===== config.mk =====
export PLATFORM = sky130hd
export DESIGN_NAME = fib_bcd_converter
export DESIGN_NICKNAME = d
export VERILOG_FILES = /design/src/rtl/fib_bcd_converter.sv
export SDC_FILE = /design/constraint.sdc
export NUM_CORES = 1
export LEC_CHECK = 0
export CAP_MARGIN = 10
export CORE_MARGIN = 3
export CORE_UTILIZATION = 53
export CTS_BUF_LIST = sky130_fd_sc_hd__clkbuf_8
export DETAILED_ROUTE_END_ITERATION = 8
export PLACE_DENSITY_LB_ADDON = 0.3
export SETUP_SLACK_MARGIN = 0.02
export SYNTH_ARGS = -nofsm -noshare
export SYNTH_HDL_FRONTEND = slang
export SYNTH_SLANG_ARGS = --single-unit
export TNS_END_PERCENT = 30

===== constraint.sdc =====
create_clock -name clk -period 1.55 [get_ports clk]
set_input_delay 0.155 -clock clk [delete_from_list [all_inputs] [get_ports clk]]
set_output_delay 0.155 -clock clk [all_outputs]
set_load 0.1 [all_outputs]

===== src/rtl/fib_bcd_converter.sv =====
// fib_bcd_converter: iterative double-dabble binary-to-BCD stage
// with a one-entry pending buffer and a valid/ready output.
module fib_bcd_converter #(
  parameter int DATA_W = 8,
  parameter int DIGITS = 3
) (
  input  logic                  clk,
  input  logic                  rst_n,
  input  logic                  in_valid,
  input  logic [DATA_W-1:0]     in_data,
  input  logic                  out_ready,
  output logic                  out_valid,
  output logic [4*DIGITS-1:0]   out_bcd,
  output logic                  busy,
  output logic                  drop_err
);

  localparam int BW = 4 * DIGITS;
  localparam int CW = $clog2(DATA_W + 1);

  typedef enum logic [1:0] {
    IDLE,
    SHIFT,
    DONE
  } state_e;

  state_e            state_q;
  logic [DATA_W-1:0] bin_q;
  logic [DATA_W-1:0] pend_q;
  logic              pend_vld_q;
  logic [BW-1:0]     bcd_q;
  logic [BW-1:0]     bcd_adj;
  logic [BW-1:0]     bcd_d;
  logic [CW-1:0]     cnt_q;
  logic              out_valid_q;
  logic [BW-1:0]     out_bcd_q;
  logic              drop_q;
  logic              take;
  logic              direct;

  always_comb begin
    bcd_adj = bcd_q;
    for (int i = 0; i < DIGITS; i++) begin
      if (bcd_q[4*i+:4] >= 4'd5) begin
        bcd_adj[4*i+:4] = bcd_q[4*i+:4] + 4'd3;
      end
    end
    bcd_d = {bcd_adj[BW-2:0], bin_q[DATA_W-1]};
  end

  // take: the pending slot is emptied into the shifter this edge
  assign take = pend_vld_q &&
                ((state_q == IDLE) ||
                 ((state_q == DONE) && out_ready));
  assign direct = (state_q == IDLE) && !pend_vld_q;

  always_ff @(posedge clk or negedge rst_n) begin
    if (!rst_n) begin
      state_q     <= IDLE;
      bin_q       <= '0;
      pend_q      <= '0;
      pend_vld_q  <= 1'b0;
      bcd_q       <= '0;
      cnt_q       <= '0;
      out_valid_q <= 1'b0;
      out_bcd_q   <= '0;
      drop_q      <= 1'b0;
    end else begin
      if (in_valid && !direct) begin
        if (!pend_vld_q || take) begin
          pend_q     <= in_data;
          pend_vld_q <= 1'b1;
        end else begin
          drop_q <= 1'b1;
        end
      end else if (take) begin
        pend_vld_q <= 1'b0;
      end

      unique case (state_q)
        IDLE: begin
          if (pend_vld_q) begin
            bin_q   <= pend_q;
            bcd_q   <= '0;
            cnt_q   <= '0;
            state_q <= SHIFT;
          end else if (in_valid) begin
            bin_q   <= in_data;
            bcd_q   <= '0;
            cnt_q   <= '0;
            state_q <= SHIFT;
          end
        end
        SHIFT: begin
          bcd_q <= bcd_d;
          bin_q <= {bin_q[DATA_W-2:0], 1'b0};
          cnt_q <= cnt_q + 1'b1;
          if (cnt_q == CW'(DATA_W - 1)) begin
            state_q     <= DONE;
            out_valid_q <= 1'b1;
            out_bcd_q   <= bcd_d;
          end
        end
        DONE: begin
          if (out_ready) begin
            out_valid_q <= 1'b0;
            if (pend_vld_q) begin
              bin_q   <= pend_q;
              bcd_q   <= '0;
              cnt_q   <= '0;
              state_q <= SHIFT;
            end else begin
              state_q <= IDLE;
            end
          end
        end
        default: state_q <= IDLE;
      endcase
    end
  end

  assign out_valid = out_valid_q;
  assign out_bcd   = out_bcd_q;
  assign busy      = (state_q != IDLE);
  assign drop_err  = drop_q;

endmodule


# After elaboration in Yosys (flattened, before gate mapping)
# Cells that the tools add are included.
# word_totals
out_inout_bits	15
input_bits	12
ff_bits	49
# op_classes
n_reduce_logical	20
mux	30
n_lt_le_gt_ge	3
n_eq_ne	8
bitwise_logic	1
addsub	4
# op_table
operator	n
$mux 12	4
$pmux 12 s3	1
$mux 8	4
$mux 4	6
$pmux 8 s3	1
$ge 4x3->1 const B	3
$pmux 4 s3	1
$add 4x2->4 const B	2
$mux 2	4
$reduce_and 2->1	4
$mux 1	6
$ne 2x2->1 const B	3
$pmux 2 s3	1
$reduce_and 3->1	2
$reduce_bool 2->1	3
$add 4x1->4 const B	1
$eq 4x3->1 const B	1
$logic_and 1x1->1	4
$reduce_and 4->1	1
$add 3x2->3 const B	1
$mux 3	1
$ne 3x3->1 const B	1
$reduce_bool 3->1	1
$eq 2x1->1 const B	1
7 further kinds	9

# Longest topological paths before layout
# Gate-level depths: netlist of the first run.
# logic_depth
ltp_word	7
depth_mapped	9
ltp_nobuf	6

# Worst setup path after synthesis of the first run
# OpenSTA, ideal clock, no wires.
# synth_timing
path_type	reg2reg
startpoint	register state_q[0]
endpoint	register pend_q[0]
path_slack_ns	-0.118
path_stages_with_launch	7
arrival_ns	1.544
n_path_buf	0
required_time_ns	1.425
setup_time_ns	0.125
period_less_slack_ns	1.668
cell_sequence	dfrtp_1 inv_1 ha_1 or2b_1 nand2_1 a21oi_2 mux2_2
# synth_between
elab_chain_len	6
# synth_lines
item	line_no	text
start, declared	27	state_e state_q;
start signal, assigned	59	state_q <= IDLE;
start signal, assigned	86	state_q <= SHIFT;
start signal, assigned	91	state_q <= SHIFT;
$eq 2x2->1	54	((state_q == DONE) && out_ready));
$logic_and 1x1->1	54	
$logic_or 1x1->1	53	((state_q == IDLE) ||
$logic_and 1x1->1	52	assign take = pend_vld_q &&
$logic_or 1x1->1	70	if (!pend_vld_q || take) begin
$reduce_and 2->1 (no line) (*)	-	
end signal, assigned	71	pend_q <= in_data;
end, declared	29	logic [DATA_W-1:0] pend_q;
# Every way passes the cells marked *; elsewhere a longest branch is shown, timed or not.
# A chain may end at the register's enable or synchronous reset.

# Worst setup path after layout of the first run
# layout_timing
startpoint	register state_q[1]
endpoint	register bin_q[5]
# layout_between
elab_chain_len	3
# layout_lines
item	line_no	text
$eq 2x2->1, or another cell as far along	80	unique case (state_q)
$ne 2x2->1 (no line), or another cell as far along	-	
$reduce_and 4->1 (no line)	-	
end signal, assigned	83	bin_q <= pend_q;
end signal, assigned	88	bin_q <= in_data;
end signal, assigned	96	bin_q <= {bin_q[DATA_W-2:0], 1'b0};
end, declared	28	logic [DATA_W-1:0] bin_q;
# Parallel ways exist; a longest one is shown, timed or not.

==> results of run 1 <==
-- per-layer routing --
metal / track usage [%] / wire length, um / vias up
li1: - / - / 1006
met1: 27.0 / 2480 / 1035
met2: 36.6 / 3010 / 50
met3: 4.88 / 178 / 11
met4: 7.96 / 85 / 0
met5: 0 / 0 / -
-- state kept, by name, summed over array words and instances (netlist names) --
signal / flops
out_valid: 1
bcd_q: 12
pend_q: 8
bin_q: 8
out_bcd: 12
drop_err: 1
state_q: 2
pend_vld_q: 1
cnt_q: 4
-- cell type report --
cell class              count  area (um2)  area share (%)
repair buffers             70         791            21.6
inverters                  12        47.5            1.30
clock buffers               5        68.8            1.88
multi-input cells         169        1420            38.9
well taps                  65        81.3            2.22
clock inverters             3        17.5           0.479
flip-flops and latches     49        1230            33.5
-- tightest hold or removal path, stage by stage --
cell and delay [ns]:
dlygate4sd3_1 0.52, buf_2 0.12, buf_12 0.25
-- repair_timing --
item	in CTS	in global routing
resized for setup	34	24
endpoints found under the setup margin	48	47
pin swaps	4	5
setup buffers	0	4
hold endpoints to repair	49	0
hold buffers	1	0
-- power by group --
| part | switching (mW) | internal (mW) | total [mW] |
|---|---|---|---|
| registers | 0.312 | 1.63 | 1.94 |
| clock network | 0.428 | 0.316 | 0.744 |
| logic | 1.51 | 1.57 | 3.07 |
-- cell usage after synthesis (all sizes together) (2+ instances only) --
library cell	n
a211o	2
a211oi	7
a21oi	19
a221o	2
a22oi	7
buf	9
clkbuf	4
dfrtp	49
ha	11
inv	12
mux2	20
nand2	19
nand2b	5
nand3	3
nor2	6
nor2b	8
nor3b	7
o21ai	27
o22ai	4
o2bb2ai	3
o31ai	3
xnor2	3
-- cells by family (layout without fill, tap and decap cells) --
family	Yosys count	count (layout)	synth area share [%]
DFF	49	49	47.5
and+or+nand+nor	55	55	12.5
buffers and inverters	25	90	4.80
xor gates and xnor gates	3	3	1.02
AOI/OAI and AO/OA	79	79	19.7
muxes	21	21	9.12
adders and majority gates	11	11	5.34
-- layout by cell type, fill, tap and decap left out, drive strengths merged --
cell / n
nand3b: 1
nor4b: 1
nor2: 6
buf: 59
ha: 11
and4b: 1
dfrtp: 49
a31o: 1
nand2: 19
dlygate4sd3: 1
a31oi: 1
a221o: 2
clkdlybuf4s50: 10
clkbuf: 5
a22o: 1
mux2i: 1
nor3b: 7
o2bb2ai: 3
clkinv: 1
inv: 14
nor2b: 8
mux2: 20
or2b: 1
nand2b: 5
o21a: 1
or2: 1
nand3: 3
xnor2: 3
o31ai: 3
a211o: 2
a21oi: 19
o22ai: 4
a211oi: 7
a22oi: 7
nor3: 1
o22a: 1
and3: 1
o21ai: 27
-- path summary, 6_finish.rpt --
| path | slack [ns] | to | startpoint |
|---|---|---|---|
| max | -0.12 | bin_q[5] | state_q[1] |
| min | 0.36 | out_bcd[9] | rst_n |
| max reg2reg | -0.12 | bin_q[5] | state_q[1] |
| min reg2reg | 0.53 | bin_q[6] | bin_q[6] |
| max in group asynchronous | 0.96 | cnt_q[2] | rst_n |
| min in group clk | 0.48 | pend_q[4] | in_data[4] |
==> reports/metrics.csv, run 1 <==
stage,metric,value,unit
global_routing,grt_pass1_wl,9.39,mm
sta,fin_crit_sh,108,%
finish,fillers,289,
logic_synthesis,synth-main-ff-cell,dfrtp_1,
logic_synthesis,yosys-top-cells-area,"dfrtp_1 48%, mux2_2 8.7%, ha_1 5.3%",
die,pin_count,27,
finish,drive_above_1_share,37.7,%
placed_design,post_dp_cell_area,3360,um2
power_and_ir_drop,max-vdd-ir-drop,0.00135,V
global_routing,grt_pass1_vias,1997,
run,drv_cap,0,
logic_synthesis,synth_top_area_cell,dfrtp_1,
sta,setup_ws,-0.122,ns
critical_path,crit_family,flip-flops,
drt,antenna_left,0,
global_routing,grt_max_degree,50,
die,die-area,5740,um2
cts,cts_tree,yes,
drt,wirelength,5.75,mm
cts,cts.htree.levels,2,
critical_path,path_class,reg2reg,
logic_synthesis,synthCells,243,
global_routing,antenna_found_initial,0,
sta,drv_slew,0,
placed_design,placed_cells,360,
critical_path,reg2reg_depth,6,
cts,numCtsBuffers,5,
drt,drt_iter0_drc,117,
finish,stdcell_area,3660,um2
drt,wl_per_cell,15.4,um
global_routing,grt_usage,21.7,%
critical_path,setup.worst_path.end_class,flop,
sta,slew_headroom,73.3,%
status,status,"complete, but fails checks",
logic_synthesis,ys_seq_area_share,47.5,%
logic_synthesis,yosys.area.top_type_share,47.5,%
finish,nets,330,
logic_synthesis,syn_area,2580,um2
power_and_ir_drop,p_leak,1.65,nW
global_routing,grt-ovfl-total,0,
critical_path,cp_data_required_time,1.74,ns
critical_path,crit_buf_inv,1,
logic_synthesis,synth-edff-count,0,
sta,max_freq,598,MHz
cts,clockRootBuffer,clkbuf_8,
cts,clkSinkCount,49,
worst_hold_path,hold_class,in2async,
critical_path,crit_slowest_cell,dfrtp_1,
placed_design,place_congestion,0.759,
die,placementRows,24,
finish,antennaDiodeCount,0,
sta,finalHoldViolCount,0,
status,violations,setup timing,
critical_path,max_stage_delay,0.40,ns
drt,dr.pass1.iters,4,
cts,worstSkewPairLatency,0.30,ns
critical_path,cp.depth,6,
logic_synthesis,synth.avg_cell_area,10.6,um2
logic_synthesis,synthArstFlopShare,100,%
logic_synthesis,yosys_warnings,0,
cts,cts.clk_slew.worst_paths,0.09,ns
sta,grt_setup_unrepaired,true,
sta,holdWs,0.362,ns
placed_design,portBuffers,26,
logic_synthesis,synth-seq-cells,49,
critical_path,crit_chain,"inv_2, ha_4, nor3b_4, o21a_4, nor2_8, mux2_4",
die,core,4530,um2
sta,tightest_slew,0.398,ns
logic_synthesis,synth_cell_types,44,
finish,layoutNonFillerInstCount,373,
drt,drc,0,
sta,fin_skew,0.00824,ns
sta,setup_viol,24,
drt,routed-via-count,2102,
sta,final.min_clock_period,1.67,ns
die,die_x,75.8,um
finish,finish.utilization,80.6,%
sta,fin_tns_setup,-1.82,ns
cts,cts_buffer_depth,2,
die,start_util,56.9,%
critical_path,critPathLaunchType,flop,
placed_design,pre_cts_ws,-0.186,ns
logic_synthesis,synth_nets,266,
placed_design,place_hpwl,3.90,mm
power_and_ir_drop,cellPowerDensity,1570,nW/um2
critical_path,crit_arrival,1.86,ns
critical_path,crit_fanout,8,
finish,syn_to_final_growth,41.8,%
drt,avgViaCountPerCell,5.64,
die,die_y,75.8,um
power_and_ir_drop,p_total,5.76,mW
(Power assumes the default switching activity.)
==> inputs of run 2 (changes only) <==
- MAX_ROUTING_LAYER: not set -> met4
==> run 2 against run 1 <==
Net effect: the flow still finishes with violations (setup timing); maximum frequency increased by 0.20%; clock skew is essentially flat; sequential power barely moved; global-route usage rose by 0.58 points; worst hold slack worse by 0.0021 ns; non-clock buffer count did not move; register-to-register slack hardly changed; critical path depth unchanged; wire length shrank 0.10%; combinational power about the same; total power fell by 0.12%; final cell count is the same.
==> reports/metrics.csv, run 2 (synthesis results as in run 1) <==
stage,metric,value,unit
die,placementRows,24,
cts,numCtsBuffers,5,
placed_design,place_hpwl,3.90,mm
sta,fin_tns_setup,-1.77,ns
cts,clockRootBuffer,clkbuf_8,
critical_path,cp_data_required_time,1.74,ns
sta,finalHoldViolCount,0,
global_routing,grt_pass1_vias,1996,
run,drv_cap,0,
placed_design,portBuffers,26,
status,violations,setup timing,
placed_design,place_congestion,0.769,
power_and_ir_drop,cellPowerDensity,1570,nW/um2
critical_path,critPathLaunchType,flop,
die,core,4530,um2
worst_hold_path,hold_class,in2async,
finish,antennaDiodeCount,0,
sta,max_freq,599,MHz
critical_path,regToRegEndpoint,bin_q[5],
die,die_x,75.8,um
finish,syn_to_final_growth,41.6,%
finish,nets,330,
cts,cts.clk_slew.worst_paths,0.09,ns
drt,wirelength,5.74,mm
drt,avgViaCountPerCell,5.63,
drt,routed-via-count,2099,
sta,final.min_clock_period,1.67,ns
drt,antenna_left,0,
finish,drive_above_1_share,37.3,%
power_and_ir_drop,p_leak,1.64,nW
die,die_y,75.8,um
global_routing,grt_pass1_wl,9.38,mm
drt,wl_per_cell,15.4,um
sta,setup_viol,23,
sta,grt_setup_unrepaired,true,
critical_path,reg2reg_slack,-0.12,ns
drt,drc,0,
die,pin_count,27,
status,status,"complete, but fails checks",
global_routing,grt_max_degree,50,
sta,setup_ws,-0.119,ns
cts,cts.htree.levels,2,
critical_path,crit_arrival,1.86,ns
finish,final_cell_mix,"49 x dfrtp_1, 36 x buf_4, 18 x buf_12",
finish,final_common_cell,dfrtp_1,
sta,fin_skew,0.00785,ns
finish,layoutNonFillerInstCount,373,
critical_path,setup.worst_path.end_class,flop,
critical_path,reg2reg_depth,6,
sta,drv_slew,0,
critical_path,crit_fanout,8,
sta,tightest_slew,0.398,ns
drt,dr.pass1.iters,4,
die,die-area,5740,um2
sta,fin_crit_sh,108,%
cts,cts_buffer_depth,2,
global_routing,grt_usage,22.2,%
die,start_util,56.9,%
global_routing,antenna_found_initial,0,
critical_path,path_class,reg2reg,
drt,drt_iter0_drc,104,
cts,worstSkewPairLatency,0.30,ns
global_routing,grt-ovfl-total,0,
placed_design,placed_cells,360,
power_and_ir_drop,max-vdd-ir-drop,0.00135,V
cts,cts_tree,yes,
power_and_ir_drop,p_total,5.75,mW
critical_path,r2r-start,state_q[1],
sta,slew_headroom,73.3,%
cts,clkSinkCount,49,
## run 2: cell counts in the layout (fill, tap and decap cells not counted)
Identical to the previous run, type by type.
## run 2: how the worst max path moves through the flow
stage	startpoint	to	cells after the start
after floorplan	state_q[1]	bin_q[1]	6
after global placement	state_q[1]	bin_q[3]	6
after detailed placement	state_q[1]	pend_q[6]	7
after CTS	state_q[1]	bin_q[3]	6
after global routing	state_q[1]	bin_q[3]	6
final	state_q[1]	bin_q[5]	6
## run 2: per-stage QoR
stage	hold WS, ns	area (um2)	utilization, %	worst slack [ns]
6_report	0.360	3650	80.5	-0.119
5_1_grt	0.398	3650	80.5	-0.159
4_1_cts	0.364	3550	78.3	-0.138
3_5_place_dp	0.162	3360	74.0	-0.186
3_3_place_gp	0.161	3360	74.0	-0.0953
2_1_floorplan	-0.141	2620	-	-0.0861
## run 2: power breakdown
| group | switching [mW] | leakage [nW] | internal, mW |
|---|---|---|---|
| registers | 0.312 | 0.632 | 1.63 |
| logic | 1.50 | 0.957 | 1.56 |
| clock network | 0.428 | 0.0497 | 0.316 |
## run 2: what timing repair did
item / CTS / global route
hold endpoints to repair: 49 / 0
setup endpoints to repair: 48 / 47
pin swaps: 4 / 5
resized for setup: 34 / 21
hold buffers: 1 / 0
setup buffers: 0 / 4
## run 2: final cells by class
cell class	count	area [um2]
timing repair buffer	70	791
clock buffer	5	68.8
inverter	12	47.5
tap	65	81.3
fill	290	882
multi-input combinational	169	1420
clock inverter	3	17.5
sequential	49	1230
## run 2: layer usage
layer | track usage [%] | wire, um | up-vias
met4 | 7.96 | 73 | 0
met3 | 4.49 | 192 | 8
met5 | - | 0 | -
met1 | 27.1 | 2460 | 1035
met2 | 36.5 | 3020 | 52
li1 | - | - | 1004
## run 2: critical path: stages, from the launching register on
cell and delay (ns):
dfrtp_1 0.40, inv_2 0.07, ha_4 0.16, nor3b_4 0.15, o21a_4 0.25, nor2_8 0.20
mux2_4 0.33
